File: src/rtl/mem_ctrl.sv
// Byte-serial memory controller: turns IF fetches and MM loads/stores into 8-bit RAM accesses.
// Optional MCT_IO_FULL_EN adds io_full back-pressure for stores into the IO window.
module mem_ctrl #(
  parameter int unsigned        ADDR_W  = 32,
  parameter logic [ADDR_W-1:0] IO_BASE = ADDR_W'(32'h0003_0000)
) (
  input  logic              clk,
  input  logic              rst,
  input  logic              if_mct_e,
  input  logic [ADDR_W-1:0] if_mct_a,
  output logic              if_mct_ok,
  input  logic              mm_mct_e,
  input  logic [ADDR_W-1:0] mm_mct_a,
  input  logic              mm_mct_wr,
  input  logic [1:0]        mm_mct_cu,
  input  logic [31:0]       mm_mct_n_i,
  output logic              mm_mct_ok,
  output logic [31:0]       mm_mct_n_o,
`ifdef MCT_IO_FULL_EN
  input  logic              io_full,
`endif
  output logic [ADDR_W-1:0] ram_a,
  output logic [7:0]        ram_dout,
  output logic              ram_wr,
  input  logic [7:0]        rom_rn
);

  typedef enum logic [1:0] {StIdle, StRead, StWrite, StDone} state_e;

  state_e            state_q;
  logic [1:0]        cnt_q;
  logic [1:0]        last_q;
  logic [ADDR_W-1:0] a_q;
  logic [31:0]       n_q;
  logic              owner_mm_q;

  logic [1:0]        cnt_nxt;
  logic [1:0]        lane;
  logic [ADDR_W-1:0] addr_nxt;
  logic              blk_acc;
  logic              blk_cur;
  logic              blk_nxt;

  assign cnt_nxt  = cnt_q + 2'd1;
  assign lane     = cnt_q - 2'd1;
  assign addr_nxt = a_q + ADDR_W'(cnt_nxt);

`ifdef MCT_IO_FULL_EN
  // Stall a store byte headed into the IO window while the IO side is full
  assign blk_acc = io_full && (mm_mct_a >= IO_BASE);
  assign blk_cur = io_full && (ram_a >= IO_BASE);
  assign blk_nxt = io_full && (addr_nxt >= IO_BASE);
`else
  assign blk_acc = 1'b0;
  assign blk_cur = 1'b0;
  assign blk_nxt = 1'b0;
`endif

  // cu encodes byte count minus one; a count of three is rounded up to a full word
  function automatic logic [1:0] last_of(input logic [1:0] cu);
    logic [1:0] r;
    r = 2'd3;
    if (cu == 2'd0) r = 2'd0;
    else if (cu == 2'd1) r = 2'd1;
    return r;
  endfunction

  always_ff @(posedge clk or negedge rst) begin
    if (!rst) begin
      state_q    <= StIdle;
      cnt_q      <= 2'd0;
      last_q     <= 2'd0;
      a_q        <= '0;
      n_q        <= '0;
      owner_mm_q <= 1'b0;
      ram_a      <= '0;
      ram_dout   <= '0;
      ram_wr     <= 1'b0;
      if_mct_ok  <= 1'b0;
      mm_mct_ok  <= 1'b0;
      mm_mct_n_o <= '0;
    end else begin
      if_mct_ok <= 1'b0;
      mm_mct_ok <= 1'b0;
      unique case (state_q)
        StIdle: begin
          ram_wr <= 1'b0;
          if (mm_mct_e) begin
            a_q        <= mm_mct_a;
            n_q        <= mm_mct_n_i;
            owner_mm_q <= 1'b1;
            last_q     <= last_of(mm_mct_cu);
            cnt_q      <= 2'd0;
            mm_mct_n_o <= '0;
            ram_a      <= mm_mct_a;
            if (mm_mct_wr) begin
              state_q  <= StWrite;
              ram_dout <= mm_mct_n_i[7:0];
              ram_wr   <= !blk_acc;
            end else begin
              state_q  <= StRead;
            end
          end else if (if_mct_e) begin
            a_q        <= if_mct_a;
            owner_mm_q <= 1'b0;
            last_q     <= 2'd3;
            cnt_q      <= 2'd0;
            mm_mct_n_o <= '0;
            ram_a      <= if_mct_a;
            state_q    <= StRead;
          end
        end
        StRead: begin
          // Byte for the previous address is on rom_rn now; the last one is left on the bus
          if (cnt_q != 2'd0) mm_mct_n_o[{lane, 3'b000} +: 8] <= rom_rn;
          if (!owner_mm_q && !if_mct_e) begin
            state_q <= StIdle;
          end else if (cnt_q == last_q) begin
            state_q <= StDone;
            if (owner_mm_q) mm_mct_ok <= 1'b1;
            else if_mct_ok <= 1'b1;
          end else begin
            cnt_q <= cnt_nxt;
            ram_a <= addr_nxt;
          end
        end
        StWrite: begin
          if (!ram_wr) begin
            ram_wr <= !blk_cur;
          end else if (cnt_q == last_q) begin
            ram_wr    <= 1'b0;
            state_q   <= StDone;
            mm_mct_ok <= 1'b1;
          end else begin
            cnt_q    <= cnt_nxt;
            ram_a    <= addr_nxt;
            ram_dout <= n_q[{cnt_nxt, 3'b000} +: 8];
            ram_wr   <= !blk_nxt;
          end
        end
        StDone: begin
          state_q <= StIdle;
        end
        default: begin
          state_q <= StIdle;
        end
      endcase
    end
  end

endmodule
File: config.mk
export PLATFORM = sky130hd
export DESIGN_NAME = mem_ctrl
export DESIGN_NICKNAME = d
export VERILOG_FILES = /design/src/rtl/mem_ctrl.sv
export SDC_FILE = /design/constraint.sdc
export NUM_CORES = 1
export LEC_CHECK = 0
export CORE_ASPECT_RATIO = 2
export CORE_MARGIN = 2
export CORE_UTILIZATION = 40
export CTS_CLUSTER_SIZE = 16
export DETAILED_ROUTE_END_ITERATION = 7
export PLACE_DENSITY = 0.75
export SETUP_SLACK_MARGIN = 0.02
export SYNTH_ARGS = -nofsm -noshare
export SYNTH_HDL_FRONTEND = slang
export SYNTH_SLANG_ARGS = --single-unit
File: constraint.sdc
create_clock -name clk -period 2.9 [get_ports clk]
set_input_delay 0.58 -clock clk [delete_from_list [all_inputs] [get_ports clk]]
set_output_delay 0.58 -clock clk [all_outputs]
set_load 0.02 [all_outputs]
==> results of run 1 <==
cell usage in the layout, fill, tap and decap left out, drive strengths merged, types with 6 or more instances in the layout:
master and n:
nand3 10, nand4 13, nand2 117, xnor2 7
mux4 8, ha 11, o211ai 8, a22o 10
o31ai 6, inv 18, xor2 20, o21ai 70
mux2 60, nor2b 11, a21oi 11, mux2i 23
clkbuf 18, a22oi 10, and2 6, buf 25
nor3 8, dfrtp 146, or3 7, a21o 6
nor2 24, clkdlybuf4s50 183
kinds of logic after synthesis:
logic type | after synthesis
adders and majority gates | 12
AOI/OAI and AO/OA | 132
and+or+nand+nor | 211
xor gates and xnor gates | 27
buffers and inverters | 50
DFF | 146
muxes | 91
where the power goes:
part | internal (W) | switching [W]
Clock | 0.00145 | 0.000897
Sequential | 0.00287 | 0.000629
Combinational | 0.00229 | 0.00264
Total | 0.00662 | 0.00417
synthesized netlist by cell type (6+ instances only):
cell type	n	area share [%]
nand4_1	13	1.1
or3_1	7	0.61
nand3_1	10	0.70
inv_1	13	0.68
ha_1	11	1.9
nor2b_1	11	0.97
clkbuf_1	21	1.1
xor2_1	20	2.5
and2_1	6	0.53
nand2_1	117	6.2
nor3_1	8	0.56
mux2i_1	23	3.2
mux2_2	60	9.5
a22oi_1	10	1.1
o211ai_1	8	0.84
o21ai_0	57	4.0
dfrtp_1	146	51
a22o_1	10	1.2
o21ai_1	12	0.84
a21o_1	6	0.63
nor2_1	24	1.3
buf_2	9	0.63
mux4_2	8	2.5
xnor2_1	7	0.86
a21oi_1	11	0.77
o31ai_1	6	0.63
critical path: cells and delay by family, from the launching register on:
family                   cells  cell delay (ps)
AND/OR/NAND/NOR              2              960
buffers and inverters        1               80
flip-flops                   1              410
AO/OA/AOI/OAI                3              530
adder cells (fa/ha/maj)      2              590
metrics by stage:
stage,hold slack (ps),cells
floorplan,284,669
global placement,462,1053
detailed placement,466,1053
CTS,134,1085
global route,147,1085
finish,110,1086
final cells by class:
cell class / count / area, µm² / share of cell area (%)
clock buffers: 18 / 429 / 4.33
diodes: 1 / 2.50 / 0.0253
clock inverters: 14 / 200 / 2.02
well taps: 213 / 267 / 2.69
flip-flops and latches: 146 / 3650 / 36.9
multi-input cells: 473 / 3260 / 32.9
repair buffers: 208 / 2050 / 20.6
inverters: 13 / 48.8 / 0.492
sequential cells by signal (all words and copies together), names as in the netlist:
name and flops:
state_q 2, ram_dout 8, n_q 32, ram_a 32, last_q 2, a_q 32
ram_wr 1, cnt_q 2, mm_mct_n_o 32, if_mct_ok 1, owner_mm_q 1, mm_mct_ok 1
layer usage:
layer  vias to the layer above  wire length [µm]  global-route usage [%]
met5                         -                 0                       0
met4                         0               212                    4.79
met3                        20              1580                    5.36
met2                       272              9190                    33.3
met1                      2824              7590                    25.1
li1                       2739                 -                       -
final timing paths:
| kind | slack [ps] | start | endpoint |
|---|---|---|---|
| max | 230 | cnt_q[1] | ram_a[18] |
| min | 110 | rst | ram_a[9] |
| max reg2reg | 230 | cnt_q[1] | ram_a[18] |
| min reg2reg | 470 | ram_a[3] | ram_a[3] |
| max in group asynchronous | 1980 | rst | mm_mct_n_o[5] |
| min in group clk | 470 | ram_a[3] | ram_a[3] |
==> impl_metrics.csv, run 1 <==
group,metric,value,unit
setup_path,path_cells,"inv_1 > ha_1 > fa_1 > nand4_1 > nor4_1 > a21o_1 > a21oi_1 > o31ai_1",
setup_path,reg2regPathDepth,8,
sta,grt_setup_unrepaired,"no",
placement,portBuffers,185,
route,wire_per_inst,17.1,µm
synthesis,synthCells,669,
synthesis,synthSimpleGateAreaFrac,13.3,%
pwr,ir_worst_vdd,0.553,mV
route,dr_total_vias,5855,
outcome,outcome,"completed",
pwr,p_per_area,1090,nW/µm²
pwr,finalPower,0.0108,W
synthesis,syn_area,7130,µm²
setup_path,cp.required,3210,ps
clock_tree,clkLatencyLatePin,410,ps
layout,nets,982,
synthesis,synth_top_family_by_area,"multiplexers",
clock_tree,cts_hold_buf,0,
synthesis,ys_seq_area_share,51.2,%
clock_tree,post-cts-setup-buffers,0,
clock_tree,clock-sinks,146,
synthesis,synthArstFlopShare,100,%
grt,grt_pass1_vias,6040,
placement,dpl.hpwl,13.3,mm
clock_tree,cts_buffer_depth,2,
placement,dpl_cell_area,9280,µm²
sta,fin_ws,233,ps
grt,globalRoute.totalOverflow,0,
synthesis,synth_edf_count,0,
setup_path,worstSetupStartpointType,"flip-flop",
placement,pre_cts_ws,144,ps
layout,fill_cells,1531,
clock_tree,clk_pin_slew,60,ps
synthesis,synth_flop_cell,"dfrtp_1",
clock_tree,numCtsBuffers,17,
sta,finalHoldViolCount,0,
grt,antenna_found_initial,1,
synthesis,synth_compound_area_share,11.5,%
layout,drive_gt1_share,14.7,%
setup_path,arrival,2980,ps
setup_path,cpMaxStageDelayCell,"nor4_1",
synthesis,post_synth.cell_area_avg,10.7,µm²
floorplanning,core-area,17600,µm²
run,cap_violations,0,
sta,setup_tns,0,ps
pwr,p_leak,4.20,nW
setup_path,path_class,"flip-flop to flip-flop",
floorplanning,dieHeight,193,µm
sta,skew,7.86,ps
synthesis,synthMuxAreaShare,15.2,%
sta,slew_headroom,41.0,%
sta,post-route-period-util,92.0,%
synthesis,synthAdderAreaFrac,2.21,%
layout,area_delta_synth_final,39.0,%
placement,place_congestion,0.833,
grt,grt_usage,19.7,%
route,viasPerCell,5.39,
route,final_antenna_net_count,0,
sta,min_period,2670,ps
setup_path,setup.worst_path.end_class,"flip-flop",
layout,fin_util,56.3,%
clock_tree,cts_repair_resize_count,0,
grt,grt_pass1_wl,30.4,mm
floorplanning,chipWidth,98.4,µm
clock_tree,cts_tree,"done",
route,drt_iter0_markers,249,
synthesis,synth-seq-cells,146,
synthesis,netlist-cell-type-count,45,
route,drc,0,
synthesis,synth.net_count,792,
synthesis,synthXorXnorAreaFrac,3.32,%
sta,setup_violations,0,
sta,tightest_slew,879,ps
grt,grt_max_degree,60,
clock_tree,root_buffer,"clkbuf_16",
clock_tree,cts-htree-levels,4,
floorplanning,rows,69,
setup_path,crit_fanout,5,
route,drt_pass1_iterations,5,
sta,slew_violations,0,
worst_hold_path,hold_path.class,"input port to async pin",
setup_path,max_stage_delay,710,ps
route,wl,18.6,mm
layout,final_area,9910,µm²
sta,fmax,375,MHz
floorplanning,start_util,40.5,%
synthesis,yosys_warnings,0,
floorplanning,ios,186,
floorplanning,die-area,19000,µm²
(Power assumes the default switching activity.)
==> run 2, diff against run 1 <==
--- a/config.mk
+++ b/config.mk
@@ -10,8 +10,10 @@
 export CORE_UTILIZATION = 40
 export CTS_CLUSTER_SIZE = 16
 export DETAILED_ROUTE_END_ITERATION = 7
+export GPL_ROUTABILITY_DRIVEN = 1
 export PLACE_DENSITY = 0.75
 export SETUP_SLACK_MARGIN = 0.02
+export SKIP_CTS_REPAIR_TIMING = 1
 export SYNTH_ARGS = -nofsm -noshare
 export SYNTH_HDL_FRONTEND = slang
 export SYNTH_SLANG_ARGS = --single-unit
==> results of run 2 <==
Final layout, timing and power as in run 1 (identical DEF).
==> run 3, diff against run 2 <==
--- a/config.mk
+++ b/config.mk
@@ -14,6 +14,7 @@
 export PLACE_DENSITY = 0.75
 export SETUP_SLACK_MARGIN = 0.02
 export SKIP_CTS_REPAIR_TIMING = 1
+export SKIP_LAST_GASP = 1
 export SYNTH_ARGS = -nofsm -noshare
 export SYNTH_HDL_FRONTEND = slang
 export SYNTH_SLANG_ARGS = --single-unit
==> results of run 3 <==
Final layout, timing and power as in run 1 (identical DEF).
